--- src/rtl/uart_arb_pkg.sv ---
// Shared types and default sizing for the UART transmit arbiter.
// The states are IDLE, START and WAIT_DONE.
package uart_arb_pkg;

   localparam int NREQ          = 4;
   localparam int DATA_W        = 8;
   localparam int TIMEOUT_TICKS = 200;

   typedef enum logic [1:0] {
      IDLE,
      START,
      WAIT_DONE
   } state_e;

endpackage

--- src/rtl/uart_tx_arbiter_rr_pick.sv ---
// Combinational round-robin selector. The search starts at last+1 and
// wraps around to 0.
module rr_pick #(
   parameter int N  = 4,
   parameter int IW = $clog2(N)
) (
   input  logic [N-1:0]  req,
   input  logic [IW-1:0] last,
   output logic [N-1:0]  onehot,
   output logic [IW-1:0] idx,
   output logic          found
);

   int          p;
   logic [IW-1:0] pi;

   // Scan from the farthest offset down, so the nearest match is written last.
   always_comb begin
      onehot = '0;
      idx    = '0;
      found  = 1'b0;
      p      = 0;
      pi     = '0;
      for (int off = N; off >= 1; off--) begin
         p = int'(last) + off;
         if (p >= N) p = p - N;
         pi = p[IW-1:0];
         if (req[pi]) begin
            onehot     = '0;
            onehot[pi] = 1'b1;
            idx        = pi;
            found      = 1'b1;
         end
      end
   end

endmodule

--- src/rtl/uart_tx_arbiter.sv ---
// Round-robin arbiter that shares one UART transmitter among NREQ requesters.
// Defining UART_ARB_TIMEOUT_EN adds a baudTick watchdog and a sticky timeout_err flag.
module uart_tx_arbiter #(
   parameter int NREQ          = uart_arb_pkg::NREQ,
   parameter int DATA_W        = uart_arb_pkg::DATA_W,
   parameter int TIMEOUT_TICKS = uart_arb_pkg::TIMEOUT_TICKS
) (
   input  logic                     clock,
   input  logic                     reset,
   input  logic                     baudTick,
   input  logic [NREQ-1:0]          req_valid,
   input  logic [NREQ*DATA_W-1:0]   req_data,
   output logic [NREQ-1:0]          req_ready,
   output logic                     tx_start,
   output logic [DATA_W-1:0]        tx_data,
   input  logic                     tx_done,
   output logic [NREQ-1:0]          grant,
   output logic                     busy,
   output logic                     timeout_err
);

   import uart_arb_pkg::*;

   localparam int IW = $clog2(NREQ);

   state_e            state_q, state_d;
   logic [NREQ-1:0]   grant_q, grant_d;
   logic [NREQ-1:0]   ready_q, ready_d;
   logic [DATA_W-1:0] data_q, data_d;
   logic [IW-1:0]     last_q, last_d;
   logic [IW-1:0]     owner_q, owner_d;

   logic [NREQ-1:0]   win_oh;
   logic [IW-1:0]     win_idx;
   logic              win_any;

`ifdef UART_ARB_TIMEOUT_EN
   localparam int CW = $clog2(TIMEOUT_TICKS + 1);
   logic [CW-1:0]     cnt_q, cnt_d;
   logic              err_q, err_d;
`else
   logic              unused_tick;
   assign unused_tick = baudTick;
`endif

   rr_pick #(
      .N  (NREQ),
      .IW (IW)
   ) u_pick (
      .req    (req_valid),
      .last   (last_q),
      .onehot (win_oh),
      .idx    (win_idx),
      .found  (win_any)
   );

   always_comb begin
      state_d = state_q;
      grant_d = grant_q;
      ready_d = '0;
      data_d  = data_q;
      last_d  = last_q;
      owner_d = owner_q;
`ifdef UART_ARB_TIMEOUT_EN
      cnt_d   = cnt_q;
      err_d   = err_q;
`endif
      unique case (state_q)
         IDLE: begin
            if (win_any) begin
               data_d  = req_data[int'(win_idx)*DATA_W +: DATA_W];
               grant_d = win_oh;
               ready_d = win_oh;
               owner_d = win_idx;
               state_d = START;
`ifdef UART_ARB_TIMEOUT_EN
               cnt_d   = '0;
`endif
            end
         end
         START: begin
            state_d = WAIT_DONE;
         end
         WAIT_DONE: begin
            if (tx_done) begin
               last_d  = owner_q;
               grant_d = '0;
               state_d = IDLE;
            end
`ifdef UART_ARB_TIMEOUT_EN
            else if (baudTick) begin
               // Abort the stuck frame and hand the line to the next requester.
               if (cnt_q == CW'(TIMEOUT_TICKS - 1)) begin
                  err_d   = 1'b1;
                  last_d  = owner_q;
                  grant_d = '0;
                  state_d = IDLE;
               end else begin
                  cnt_d = cnt_q + 1'b1;
               end
            end
`endif
         end
         default: begin
            state_d = IDLE;
            grant_d = '0;
         end
      endcase
   end

   always_ff @(posedge clock or posedge reset) begin
      if (reset) begin
         state_q <= IDLE;
         grant_q <= '0;
         ready_q <= '0;
         data_q  <= '0;
         last_q  <= IW'(NREQ - 1);
         owner_q <= '0;
      end else begin
         state_q <= state_d;
         grant_q <= grant_d;
         ready_q <= ready_d;
         data_q  <= data_d;
         last_q  <= last_d;
         owner_q <= owner_d;
      end
   end

`ifdef UART_ARB_TIMEOUT_EN
   always_ff @(posedge clock or posedge reset) begin
      if (reset) begin
         cnt_q <= '0;
         err_q <= 1'b0;
      end else begin
         cnt_q <= cnt_d;
         err_q <= err_d;
      end
   end

   assign timeout_err = err_q;
`else
   assign timeout_err = 1'b0;
`endif

   assign req_ready = ready_q;
   assign tx_start  = (state_q == START);
   assign tx_data   = data_q;
   assign grant     = grant_q;
   assign busy      = (state_q != IDLE);

endmodule
--- config.mk ---
export PLATFORM = sky130hd
export DESIGN_NAME = uart_tx_arbiter
export DESIGN_NICKNAME = d
export VERILOG_FILES = /design/src/rtl/uart_arb_pkg.sv /design/src/rtl/uart_tx_arbiter_rr_pick.sv /design/src/rtl/uart_tx_arbiter.sv
export SDC_FILE = /design/constraint.sdc
export NUM_CORES = 1
export LEC_CHECK = 0
export ABC_CLOCK_PERIOD_IN_PS = 5300
export BUFFER_PORTS_ARGS = -buffer_cell sky130_fd_sc_hd__buf_2
export CAP_MARGIN = 20
export CORE_MARGIN = 5
export CORE_UTILIZATION = 45
export DETAILED_ROUTE_END_ITERATION = 12
export MAX_ROUTING_LAYER = met4
export PLACE_DENSITY_LB_ADDON = 0.25
export SLEW_MARGIN = 20
export SYNTH_ARGS = -nofsm -noshare
export SYNTH_HDL_FRONTEND = slang
export SYNTH_SLANG_ARGS = --single-unit
--- constraint.sdc ---
create_clock -name clock -period 5.3 [get_ports clock]
set_clock_uncertainty 0.15 [all_clocks]
set_input_delay 0.795 -clock clock [delete_from_list [all_inputs] [get_ports clock]]
set_output_delay 0.795 -clock clock [all_outputs]
set_load 0.02 [all_outputs]
* Word level (Yosys, flattened, before mapping)
Index checks and enable logic that the tools add are counted.
** Storage, ports and cells
- Bits in registers :: 22
- Logic and storage cells :: 82
- Output and inout port bits :: 19
** Operators by class
- Shifts and indexed selects :: 1
- Bitwise logic cells :: 1
- Equality and inequality tests :: 4
- $lt $le $gt $ge :: 12
- Reduce and logical (&&, ||, !) cells :: 10
- Muxes and demuxes :: 40
- $add $sub $neg :: 8
** Operators with widths (count)
- 2-to-1 mux 4 bit :: 8
- variable part select 32 x 6 -> 8 bit :: 1
- 2-to-1 mux 2 bit :: 10
- < comparator 2 x 3 -> 1 bit (second input constant) :: 4
- 2-to-1 mux 1 bit :: 12
- case mux 4 bit (3 select lines) :: 1
- greater-or-equal comparator 3 bit (second input constant) :: 3
- binary-select mux 1 bit (select 2 bit) :: 4
- demux 1 bit (select 2 bit) :: 4
- greater-or-equal comparator 2 x 1 -> 1 bit (second input constant) :: 4
- subtractor 2 x 1 -> 2 bit (second input constant) :: 4
- adder 2 x 2 -> 3 bit (second input constant) :: 2
- case mux 2 bit (3 select lines) :: 1
- AND reduction 2 bit :: 3
- adder 2 x 3 -> 4 bit (second input constant) :: 1
- greater-or-equal comparator 4 x 3 -> 1 bit (second input constant) :: 1
- logical AND 1 bit :: 4
- adder 2 x 1 -> 3 bit (second input constant) :: 1
- AND reduction 3 bit :: 1
- == test 2 x 1 -> 1 bit (second input constant) :: 1
- == test 2 bit (second input constant) :: 1
- logical NOT 2 bit :: 1
- != test 2 x 1 -> 1 bit (second input constant) :: 1
- != test 2 bit (second input constant) :: 1
- other kinds (2) :: 2

* Logic depth before layout (Yosys ltp)
- Word-level depth :: 13
- Depth in mapped cells :: 11
- Depth with buffers taken out :: 8

* Hierarchy
A second synthesis with hierarchy kept.
** Second synthesis, totals
- Cells, all modules :: 171
- Area, all modules :: 1684.1 um2
** By module, submodules not included
- uart_tx_arbiter :: area each 1083.5 um2, times used 1, cells each 91, seq. area each 553.0 um2
- rr_pick :: area each 600.6 um2, times used 1, cells each 80, seq. area each 0.0 um2

* Worst setup path before layout
No wires, ideal clock.
- Path type :: reg-to-reg
- Start point :: reg last_q[0]
- End point :: reg data_q[2] (netlist: tx_data[2])
- Data arrival time :: 2.913 ns
- Period minus slack after synthesis :: 3.135 ns
- Path buffers :: 3
- Data required time :: 5.077 ns
- Cell stages (with the launch flop) :: 12
- Setup time :: 0.073 ns
- Slack :: 2.165 ns
- Cell sequence :: dfstp_2 > buf_6 > clkinv_1 > ha_1 > buf_6 > mux4_2 > a221oi_4 > o21bai_1 > buf_4 > mux2i_1 > or4_1 > nand4_1
** On the way
- Longest elaborated chain between the ends :: 10
- Elaborated cells between the ends (all ways) :: 34
- Those cells by class :: add/sub: 8; order compare: 4; shift: 1; mux: 20; reduce/logical: 1
** RTL lines
- from (decl) :: RTL line uart_tx_arbiter.sv:30 : logic [IW-1:0] last_q, last_d;
- from (signal assigned) :: RTL line uart_tx_arbiter.sv:117 : last_q <= IW'(NREQ - 1);
- from (signal assigned) :: RTL line uart_tx_arbiter.sv:124 : last_q <= last_d;
- adder 2 x 3 -> 4 bit :: RTL line uart_tx_arbiter_rr_pick.sv:25 : p = int'(last) + off;
- greater-or-equal comparator 4 x 3 -> 1 bit or subtractor 2 x 1 -> 2 bit (tied branches) :: RTL line uart_tx_arbiter_rr_pick.sv:26 : if (p >= N) p = p - N;
- 2-to-1 mux 2 bit :: RTL line uart_tx_arbiter_rr_pick.sv:26
- binary-select mux 1 bit (select 2 bit) :: RTL line uart_tx_arbiter_rr_pick.sv:28 : if (req[pi]) begin
- 2-to-1 mux 1 bit (implied by the code) :: RTL line uart_tx_arbiter_rr_pick.sv:28
- 2-to-1 mux 2 bit or 2-to-1 mux 1 bit (tied branches) (4 in series) :: RTL line uart_tx_arbiter_rr_pick.sv:28
- variable part select 32 x 6 -> 8 bit or AND reduction 2 bit (tied branches)
- to (signal assigned) :: RTL line uart_tx_arbiter.sv:123 : data_q <= data_d;
- to (decl) :: RTL line uart_tx_arbiter.sv:29 : logic [DATA_W-1:0] data_q, data_d;
Several ways; a longest one is shown, not always the timed one. The select of a mux whose other input is x is not followed.
A chain may end at the register's enable or synchronous reset.

* Worst setup path after layout
- Start point :: reg last_q[0]
- End point :: reg data_q[0] (netlist: tx_data[0])
The elaborated chain is that of the path after synthesis.

==> summary.md <==
| Metric | Value |
|---|---|
| Clk Tree Root Cell | clkbuf_8 |
| Pins Over Slew Limit | 0 |
| Post-route ant nets | 0 |
| Post-CTS Hold Buffers | 0 |
| Die area | 5180 sq um |
| Outcome | complete, no violations |
| Pre-CTS setup slack | 1.34 ns |
| Flops & latches, synth | 22 |
| Starting Density | 0.468 |
| Rows | 22 |
| Post-DP HPWL | 3140 microns |
| EDFF count, synth | 0 |
| Hold Violations, Final | 0 |
| Die height | 71.9 microns |
| Internal power | 0.000734 W |
| Resize count post-CTS | 0 |
| Vias in the first global route | 1541 |
| FMAX | 252 MHz |
| Core Area | 3690 sq um |
| Max IR drop VDD | 0.000266 V |
| Num ports | 59 |
| Switching Fraction | 0.486 |
| CTS H-tree lvls | 1 |
| Tightest Hold Check Type | reg -> reg |
| Ant diodes | 0 |
| Largest net degree at the start of global routing | 23 |
| CP startpoint kind | register |
| Post-CTS Setup Inserts | 0 |
| Max clock buf depth | 2 |
| RD Place Congestion | 0.851 |
| Pwr dens | 693 nW/um^2 |
| Syn avg cell area | 9.81 sq um |
| Mapped Area | 1730 sq um |
| Logic pwr share | 0.671 |
| Critical path arrival | 3.93 ns |
| Syn_nets | 222 |
| Max FO, Critical Path | 17 |
| Chip Width | 71.9 microns |
| Fin nets | 272 |
| Layout area overhead | 19.3% |
| Pleak | 0.972 nW |
| TritonCTS clock tree | yes |
| Clock net sink count | 22 |
| 1st-iter DRT viols | 127 |
| Worst EP required | 5.27 ns |
| GRT Overall Usage | 0.176 |
| WS Path Type | reg -> reg |
| Initial antenna violation count | 0 |
| RSZ-0062 raised after global routing | false |
| Sum of negative setup slack | 0 ns |
| WL per Instance | 15.3 microns |
| Post-Synthesis Cells | 176 |
| Total gr overflow | 0 |
| Ys async rst share | 1.00 |
| Clock-pin slew on the worst setup and hold paths | 0.08 ns |
| First-pass GRT wire length | 7230 microns |
| Clk network pwr share | 0.109 |
| CP Capture Type | register |
| Slew of the pin with the lowest slew margin | 0.837 ns |
| Initial DRT Pass Iterations | 4 |
| CTS buffer count | 3 |
| Input/output buffers | 56 |
| Switching pwr | 0.000694 W |
| DRC Markers | 0 |
| Top_reg_cell synth | dfrtp_1 |
| Skew-Pair Late Insertion Delay | 0.26 ns |
| Number of distinct library cells after synthesis | 39 |
| Flop pwr share | 0.220 |
| Final WS setup | 1.34 ns |
| Final worst-path cycle share | 0.748 |
| Post-synthesis sequential area ratio | 0.320 |
| Min cycle time layout | 3.96 ns |
| Synthesis Warnings | 0 |
| Setup violations, final | 0 |
| DR vias | 1590 |
| Share of cells above drive strength 1 | 0.320 |
| Final wirelength | 4170 microns |
| Rel. slew slack | 0.441 |
| Max-cap violations | 0 |
| Via/cell ratio | 5.82 |
-- flip-flops by register name, indices dropped and copies added (netlist names) --
signal and count:
grant 4, last_q 2, owner_q 2, req_ready 4, state_q 2, tx_data 8
-- through the flow --
stage	std cells	total power, W	instance area [sq um]	hold WS [ns]	utilization
6_report	273	0.00143	2060	0.332	0.559
5_1_grt	273	0.00156	2060	0.362	0.559
3_5_place_dp	269	0.00127	1980	0.318	0.538
2_1_floorplan	176	0.00111	1730	0.296	-
4_1_cts	273	0.00143	2060	0.337	0.557
3_3_place_gp	269	0.00127	1980	0.310	0.538
-- synth_stat cells, types with 5 or more instances --
cell,count,area (sq um)
mux2i_1,25,250
dfrtp_1,20,500
nand2_1,13,48.8
nor2_1,12,45.0
o221ai_1,11,96.3
a221oi_1,8,70.1
a21oi_1,7,35.0
ha_1,6,75.1
inv_1,6,22.5
o21ai_0,6,30.0
nor3_1,5,25.0
or4_1,5,37.5
-- kinds of logic after synthesis --
logic type,Yosys count,share of synthesized area
adders and majority gates,6,0.0435
DFF,22,0.320
muxes,30,0.191
AOI/OAI and AO/OA,52,0.244
other,1,0.00217
buffers and inverters,19,0.0674
and+or+nand+nor,46,0.132
-- layer usage --
metal | track usage | part of all wire | vias up
met4 | 0.0355 | 0.0074 | 0
met3 | 0.0319 | 0.065 | 4
li1 | - | - | 784
met5 | - | 0 | -
met2 | 0.271 | 0.48 | 58
met1 | 0.243 | 0.45 | 744
-- layout make-up --
| cell class | instances | area, sq um |
|---|---|---|
| clock buffer | 3 | 41.3 |
| clock inverter | 1 | 30.0 |
| fill | 359 | 1630 |
| inverter | 7 | 26.3 |
| multi-input combinational | 135 | 1060 |
| sequential | 22 | 553 |
| tap | 48 | 60.1 |
| timing repair buffer | 57 | 288 |
-- power by group through the flow --
stage | Combinational (W) | Clock [W] | Sequential, W
after floorplan | 0.000774 | 0 | 0.000340
after global placement | 0.000952 | 0 | 0.000316
after detailed placement | 0.000957 | 0 | 0.000317
after CTS | 0.000959 | 0.000160 | 0.000314
after global routing | 0.00107 | 0.000171 | 0.000324
final | 0.000958 | 0.000156 | 0.000314
-- final timing paths --
path | cells after the start | start | to | slack, ns
max | 7 | last_q[0] | tx_data[0] | 1.34
min | 2 | grant[3] | grant[3] | 0.33
max reg2reg | 7 | last_q[0] | tx_data[0] | 1.34
min reg2reg | 2 | grant[3] | grant[3] | 0.33
max in group asynchronous | 2 | reset | tx_data[2] | 3.95
min in group asynchronous | 2 | reset | tx_data[1] | 0.54
-- cell usage in the layout (no fill, tap or decap), drive strengths merged, types with 2 or more instances in the layout --
| cell type | n |
|---|---|
| o221ai | 11 |
| mux2i | 25 |
| o21bai | 3 |
| a21oi | 8 |
| clkbuf | 3 |
| nand2 | 13 |
| inv | 6 |
| ha | 6 |
| nand2b | 3 |
| o2bb2ai | 4 |
| or4 | 5 |
| nor2 | 12 |
| a221oi | 9 |
| dfstp | 2 |
| mux2 | 3 |
| mux4 | 2 |
| nor3 | 5 |
| o21a | 2 |
| o21ai | 6 |
| nand4 | 4 |
| buf | 57 |
| dfrtp | 20 |
| o31a | 4 |
-- critical path: stages, from the launching register on --
cell and delay, ns:
dfstp_2 0.76, clkinv_1 0.44, ha_1 0.59, mux4_2 0.68
a21oi_4 0.50, o21a_1 0.34, mux2i_1 0.26, a221oi_1 0.10
Note: power is estimated with default switching activity, not from simulation.
